`src/rtl/tt_um_jleugeri_ttt_token_accumulator.sv`:
```
// Per-processor good/bad token accumulator with saturating adds and a sequential
// fire sweep that reports and clears every processor over its thresholds.
module tt_um_jleugeri_ttt_token_accumulator #(
  parameter int unsigned NUM_PROCESSORS  = 8,
  parameter int unsigned NEW_TOKENS_BITS = 4,
  parameter int unsigned TOKEN_BITS      = 8,
  parameter int unsigned PROG_WIDTH      = 8,
  localparam int unsigned PID_W          = $clog2(NUM_PROCESSORS)
) (
  input  logic                       clk,
  input  logic                       reset,
  input  logic [2:0]                 instruction,
  input  logic [PID_W-1:0]           processor_id,
  input  logic [PROG_WIDTH-1:0]      prog_data,
  input  logic                       in_valid,
  input  logic [PID_W-1:0]           in_target_id,
  input  logic [NEW_TOKENS_BITS-1:0] in_good_tokens,
  input  logic [NEW_TOKENS_BITS-1:0] in_bad_tokens,
  output logic                       busy,
  output logic                       fire_valid,
  output logic [PID_W-1:0]           fire_id,
  output logic                       sweep_done
);

  localparam logic [2:0] InstrSetGood = 3'b001;
  localparam logic [2:0] InstrSetBad  = 3'b010;
  localparam logic [2:0] InstrClear   = 3'b011;
  localparam logic [2:0] InstrSweep   = 3'b100;

  localparam logic [PID_W-1:0] LastIdx = PID_W'(NUM_PROCESSORS - 1);

  typedef enum logic [0:0] {StIdle, StSweep} state_e;

  state_e                       state_q, state_d;
  logic [PID_W-1:0]             idx_q, idx_d;
  logic signed [TOKEN_BITS-1:0] good_q     [NUM_PROCESSORS];
  logic signed [TOKEN_BITS-1:0] good_d     [NUM_PROCESSORS];
  logic signed [TOKEN_BITS-1:0] bad_q      [NUM_PROCESSORS];
  logic signed [TOKEN_BITS-1:0] bad_d      [NUM_PROCESSORS];
  logic signed [TOKEN_BITS-1:0] good_thr_q [NUM_PROCESSORS];
  logic signed [TOKEN_BITS-1:0] good_thr_d [NUM_PROCESSORS];
  logic signed [TOKEN_BITS-1:0] bad_thr_q  [NUM_PROCESSORS];
  logic signed [TOKEN_BITS-1:0] bad_thr_d  [NUM_PROCESSORS];
  logic                         fire_valid_q, fire_valid_d;
  logic [PID_W-1:0]             fire_id_q, fire_id_d;
  logic                         sweep_done_q, sweep_done_d;

  // One extra bit of headroom makes overflow visible as a top-two-bit mismatch.
  function automatic logic signed [TOKEN_BITS-1:0] sat_add(
    input logic signed [TOKEN_BITS-1:0]      acc,
    input logic signed [NEW_TOKENS_BITS-1:0] delta
  );
    logic signed [TOKEN_BITS:0]   sum;
    logic signed [TOKEN_BITS-1:0] res;
    sum = {acc[TOKEN_BITS-1], acc}
        + {{(TOKEN_BITS + 1 - NEW_TOKENS_BITS){delta[NEW_TOKENS_BITS-1]}}, delta};
    if (sum[TOKEN_BITS] != sum[TOKEN_BITS-1]) begin
      res = sum[TOKEN_BITS] ? {1'b1, {(TOKEN_BITS - 1){1'b0}}}
                            : {1'b0, {(TOKEN_BITS - 1){1'b1}}};
    end else begin
      res = sum[TOKEN_BITS-1:0];
    end
    return res;
  endfunction

  always_comb begin
    state_d      = state_q;
    idx_d        = idx_q;
    good_d       = good_q;
    bad_d        = bad_q;
    good_thr_d   = good_thr_q;
    bad_thr_d    = bad_thr_q;
    fire_valid_d = 1'b0;
    fire_id_d    = fire_id_q;
    sweep_done_d = 1'b0;

    unique case (state_q)
      StIdle: begin
        if (in_valid) begin
          good_d[in_target_id] = sat_add(good_q[in_target_id], in_good_tokens);
          bad_d[in_target_id]  = sat_add(bad_q[in_target_id], in_bad_tokens);
        end
        case (instruction)
          InstrSetGood: good_thr_d[processor_id] = prog_data[TOKEN_BITS-1:0];
          InstrSetBad:  bad_thr_d[processor_id]  = prog_data[TOKEN_BITS-1:0];
          InstrClear: begin
            for (int i = 0; i < NUM_PROCESSORS; i++) begin
              good_d[i] = '0;
              bad_d[i]  = '0;
            end
          end
          InstrSweep: begin
            state_d = StSweep;
            idx_d   = '0;
          end
          default: ;
        endcase
      end
      StSweep: begin
        if (good_q[idx_q] >= good_thr_q[idx_q] && bad_q[idx_q] < bad_thr_q[idx_q]) begin
          fire_valid_d  = 1'b1;
          fire_id_d     = idx_q;
          good_d[idx_q] = '0;
          bad_d[idx_q]  = '0;
        end
        idx_d = idx_q + PID_W'(1);
        if (idx_q == LastIdx) begin
          state_d      = StIdle;
          idx_d        = '0;
          sweep_done_d = 1'b1;
        end
      end
      default: state_d = StIdle;
    endcase
  end

  always_ff @(posedge clk) begin
    if (reset) begin
      state_q      <= StIdle;
      idx_q        <= '0;
      fire_valid_q <= 1'b0;
      fire_id_q    <= '0;
      sweep_done_q <= 1'b0;
      for (int i = 0; i < NUM_PROCESSORS; i++) begin
        good_q[i]     <= '0;
        bad_q[i]      <= '0;
        good_thr_q[i] <= '0;
        bad_thr_q[i]  <= '0;
      end
    end else begin
      state_q      <= state_d;
      idx_q        <= idx_d;
      fire_valid_q <= fire_valid_d;
      fire_id_q    <= fire_id_d;
      sweep_done_q <= sweep_done_d;
      good_q       <= good_d;
      bad_q        <= bad_d;
      good_thr_q   <= good_thr_d;
      bad_thr_q    <= bad_thr_d;
    end
  end

  assign busy       = (state_q == StSweep);
  assign fire_valid = fire_valid_q;
  assign fire_id    = fire_id_q;
  assign sweep_done = sweep_done_q;

endmodule

```
`config.mk`:
```
export PLATFORM = sky130hd
export DESIGN_NAME = tt_um_jleugeri_ttt_token_accumulator
export DESIGN_NICKNAME = d
export VERILOG_FILES = /design/src/rtl/tt_um_jleugeri_ttt_token_accumulator.sv
export SDC_FILE = /design/constraint.sdc
export NUM_CORES = 1
export LEC_CHECK = 0
export BUFFER_PORTS_ARGS = -buffer_cell sky130_fd_sc_hd__buf_2
export CORE_ASPECT_RATIO = 0.5
export CORE_UTILIZATION = 59
export CTS_BUF_LIST = sky130_fd_sc_hd__clkbuf_4
export DETAILED_ROUTE_END_ITERATION = 10
export HOLD_SLACK_MARGIN = 0.12
export PLACE_DENSITY = 0.76
export SLEW_MARGIN = 20
export SYNTH_ARGS = -nofsm -noshare
export SYNTH_HDL_FRONTEND = slang
export SYNTH_SLANG_ARGS = --single-unit
```
`constraint.sdc`:
```
create_clock -name clk -period 4.4 [get_ports clk]
set_input_delay 0.44 -clock clk [delete_from_list [all_inputs] [get_ports clk]]
set_output_delay 0.44 -clock clk [all_outputs]
set_load 0.05 [all_outputs]
```
==> run metrics <==
status=completed; chip width=210 um; unrepaired setup endpoints after global routing=false; element type at the critical path start=flip-flop; fill cell count=1673; net switching fraction of the power=0.282; Crit Path Max Fanout=15; Total Negative Setup Slacks=0 ns; fraction of registers with async set/reset=0; Site Rows=37; detail-routed via count per cell=about 7; Tightest Pin Transition=1.13 ns; gate family responsible for the most delay along the worst path=simple AND/OR/NAND/NOR gates; Remaining Overflow, GRT=0; Worst R2R Path Depth=14; Hold Fails Final Rpt=0; number of cells on the critical path=14; required time at the worst-slack endpoint=5.01 ns; clock tree root driver cell=sky130_fd_sc_hd__clkbuf_4; global-route wire length before repair=around 63 mm; most instantiated flip-flop cell in the synthesis netlist=sky130_fd_sc_hd__dfxtp_1; placeable core region=0.0208 mm2; count of pins on the block boundary=34; EDFF count, synth=0; vias post-DR=11700; Reg2Reg Capture Point=good_q[28]; Maximum Capacitance Violations=0; synthesized-area fraction occupied by ao, oa, aoi and oai cells=0.264; via count of the first global-routing pass=11100; leakage power total=5.65 nW; worst min-delay path class=in2reg; Pwr per Cell Area=approximately 350 mW/mm2; relative contribution of the clock network to total power=0.380; netlist area before placement=0.0127 mm2; post-synthesis share of cell area spent on and, or, nand and nor gates=0.136; cell internal power dissipation=3.53 mW; sequential area share after synthesis=0.417; portion of synthesized cell area occupied by the leading cell type=0.417; Critical Path Sink Type=flip-flop; buffers and inverters on the worst path=3; Fmax=235 MHz; XOR/XNOR share of the synthesized area=0.00551; insertion delay to the later sink of the worst-skew pair=0.71 ns; Final Slew Violations=0; chain of cells forming the critical path=nor2b_1 > and2_1 > buf_4 > a22oi_1 > nand4_1 > ha_1 > or3b_4 > a211oi_1 > o21ai_1 > nor3b_4 > buf_12 > o32ai_4 > buf_4 > a22o_1; initial core utilization=0.610; final instance count without filler cells=between 1500 and 2000; Final min period=4.26 ns; fraction of final layout cells sized beyond drive strength 1=0.173; final routed wirelength across all metal layers=approximately 42 mm; dpl hpwl=28.0 mm; P&R area growth vs syn=11.1%; H-tree depth reported by CTS=2; Max-slew headroom=0.247; worst clock skew=0.0491 ns; delay contributed by the slowest stage of the critical path=roughly 0.50 ns; post-placement cell count=about 1600; switching pwr=1.39 mW; worst r2r src=idx_q[2]; number of distinct standard cells referenced by the synthesized netlist=70; share of synthesized area spent on multiplexers=0.105; Synth Net Count=1354; TritonCTS clock tree=done; number of routed nets with antenna violations=0; buffers added on ports=33; WL/cell=25.2 um; endpoint arrival time on the critical path=just under 5 ns; router iterations before antenna repair=8; Post-Syn Instances=around 1300; cell repeated most along the worst path=sky130_fd_sc_hd__buf_4; power share of the combinational group=0.116; type of the worst setup path=reg2reg; number of hold buffers added after CTS=0; post-layout util=0.677; cell types with the highest counts after synthesis=265 x sky130_fd_sc_hd__dfxtp_1, 191 x sky130_fd_sc_hd__nor2_1, 161 x sky130_fd_sc_hd__a22oi_1; Critical Path End=good_q[28]; DIE AREA=roughly 0.022 mm2; synth top area cells=sky130_fd_sc_hd__dfxtp_1 42%, sky130_fd_sc_hd__mux2i_1 10%, sky130_fd_sc_hd__a22oi_1 9.5%, sky130_fd_sc_hd__nor2_1 5.6%, sky130_fd_sc_hd__a22o_1 5.2%; worst-path cell with the longest stage delay=sky130_fd_sc_hd__dfxtp_1; number of buffers inserted during clock tree synthesis=57; count of yosys warnings during synthesis=0; DIE HEIGHT=106 um; sequential share of power=0.504; initial antenna violation count=2; violation count after the first detailed-route iteration=1571; total of endpoints with negative setup slack in the final report=0; total DRC errors in the routed layout=0; Clock transition at path regs=0.08 ns; fin crit share=0.967; most common cell in the synthesized netlist=sky130_fd_sc_hd__dfxtp_1; Final Net Count=1417; post-synthesis sequential element count=265; VDD IR max=303 uV; cell type with the highest aggregate area in the netlist=sky130_fd_sc_hd__dfxtp_1; Tot GR Track Use=0.373; area share of fa/ha/maj cells after synthesis=0.0356; Power, Total=4.93 mW; number of buffers on the longest clock path=3; total clock sinks=~270; RD Place Congestion=0.984; Worst Setup SP=idx_q[2]; largest family of logic cells by synthesized area=compound AO/OA/AOI/OAI gates; largest net degree at the start of global routing=108; average cell area after synthesis=9.84 um2; worst setup slack for register-to-register paths=about 0.14 ns
-- area by class of cell --
cell class              count  area [um2]  share of cell area
diodes                      2        5.00            0.000355
clock buffers              87         653              0.0463
clock inverters            11        51.3             0.00363
inverters                  12        45.0             0.00319
multi-input cells         920        6970               0.494
flip-flops and latches    265        5310               0.376
well taps                 273         342              0.0242
repair buffers             98         743              0.0527
-- timing repair --
action,in CTS,in global routing
setup buffers,0,5
setup endpoints to repair,0,26
resized for setup,0,1
-- worst min path at each step --
stage,cells after the start,to,from,slack (ns)
detailed placement,1,good_q[13],good_q[13],0.48
CTS,3,good_thr_q[36],prog_data[4],0.17
global placement,2,good_thr_q[13],good_thr_q[13],0.47
finish,3,good_thr_q[36],prog_data[4],0.19
global route,3,good_thr_q[4],prog_data[4],0.16
floorplan,2,bad_thr_q[24],bad_thr_q[24],0.45
-- per-layer routing --
metal	GRT usage	vias up	routed length, um
li1	-	5144	-
met1	0.493	5540	16900
met2	0.549	824	17700
met3	0.131	175	5860
met4	0.161	0	1620
met5	0	-	0
-- power groups by stage --
stage	Combinational [mW]	Sequential, mW	Clock [mW]
2_1_floorplan	0.347	2.52	0
3_3_place_gp	0.526	2.54	0
3_5_place_dp	0.536	2.54	0
4_1_cts	0.537	2.48	1.87
5_1_grt	0.595	2.49	2.00
6_report	0.572	2.48	1.87
-- registers in the layout, indices dropped and copies added, names as in the netlist, 3 cells and up --
register	count
bad_q	64
bad_thr_q	64
good_q	64
good_thr_q	64
fire_id	3
idx_q	3
-- cell usage in the layout, fill, tap and decap left out, types with 11 or more instances in the layout --
| cell type | n |
|---|---|
| sky130_fd_sc_hd__a21oi_1 | 19 |
| sky130_fd_sc_hd__a221o_1 | 39 |
| sky130_fd_sc_hd__a221oi_1 | 13 |
| sky130_fd_sc_hd__a22o_1 | 76 |
| sky130_fd_sc_hd__a22oi_1 | 161 |
| sky130_fd_sc_hd__and3_1 | 15 |
| sky130_fd_sc_hd__buf_2 | 32 |
| sky130_fd_sc_hd__buf_4 | 59 |
| sky130_fd_sc_hd__clkbuf_4 | 87 |
| sky130_fd_sc_hd__dfxtp_1 | 264 |
| sky130_fd_sc_hd__ha_1 | 33 |
| sky130_fd_sc_hd__inv_1 | 11 |
| sky130_fd_sc_hd__mux2i_1 | 132 |
| sky130_fd_sc_hd__nand2_1 | 26 |
| sky130_fd_sc_hd__nand4_1 | 33 |
| sky130_fd_sc_hd__nor2_1 | 188 |
| sky130_fd_sc_hd__o21ai_0 | 11 |
| sky130_fd_sc_hd__o2bb2ai_1 | 16 |
-- per-stage QoR --
stage / setup slack (ns) / hold slack (ns) / area (um2)
2_1_floorplan: 0.245 / 0.452 / 12700
3_5_place_dp: 0.209 / 0.478 / 13400
6_report: 0.144 / 0.195 / 14100
5_1_grt: 0.0122 / 0.161 / 14100
3_3_place_gp: 0.276 / 0.473 / 13400
4_1_cts: 0.183 / 0.169 / 14100
-- worst min-delay path, delay by kind of cell --
family	cells	cell delay [ns]
buffers and inverters	1	0.21
muxes	1	0.16
and+or+nand+nor	1	0.05
-- kinds of logic after synthesis --
kind of cell | count (synthesis)
DFF | 265
AOI/OAI and AO/OA | 397
xor gates and xnor gates | 8
and+or+nand+nor | 347
buffers and inverters | 106
muxes | 133
adders and majority gates | 35
No activity file was read; power rests on OpenSTA's default activity.
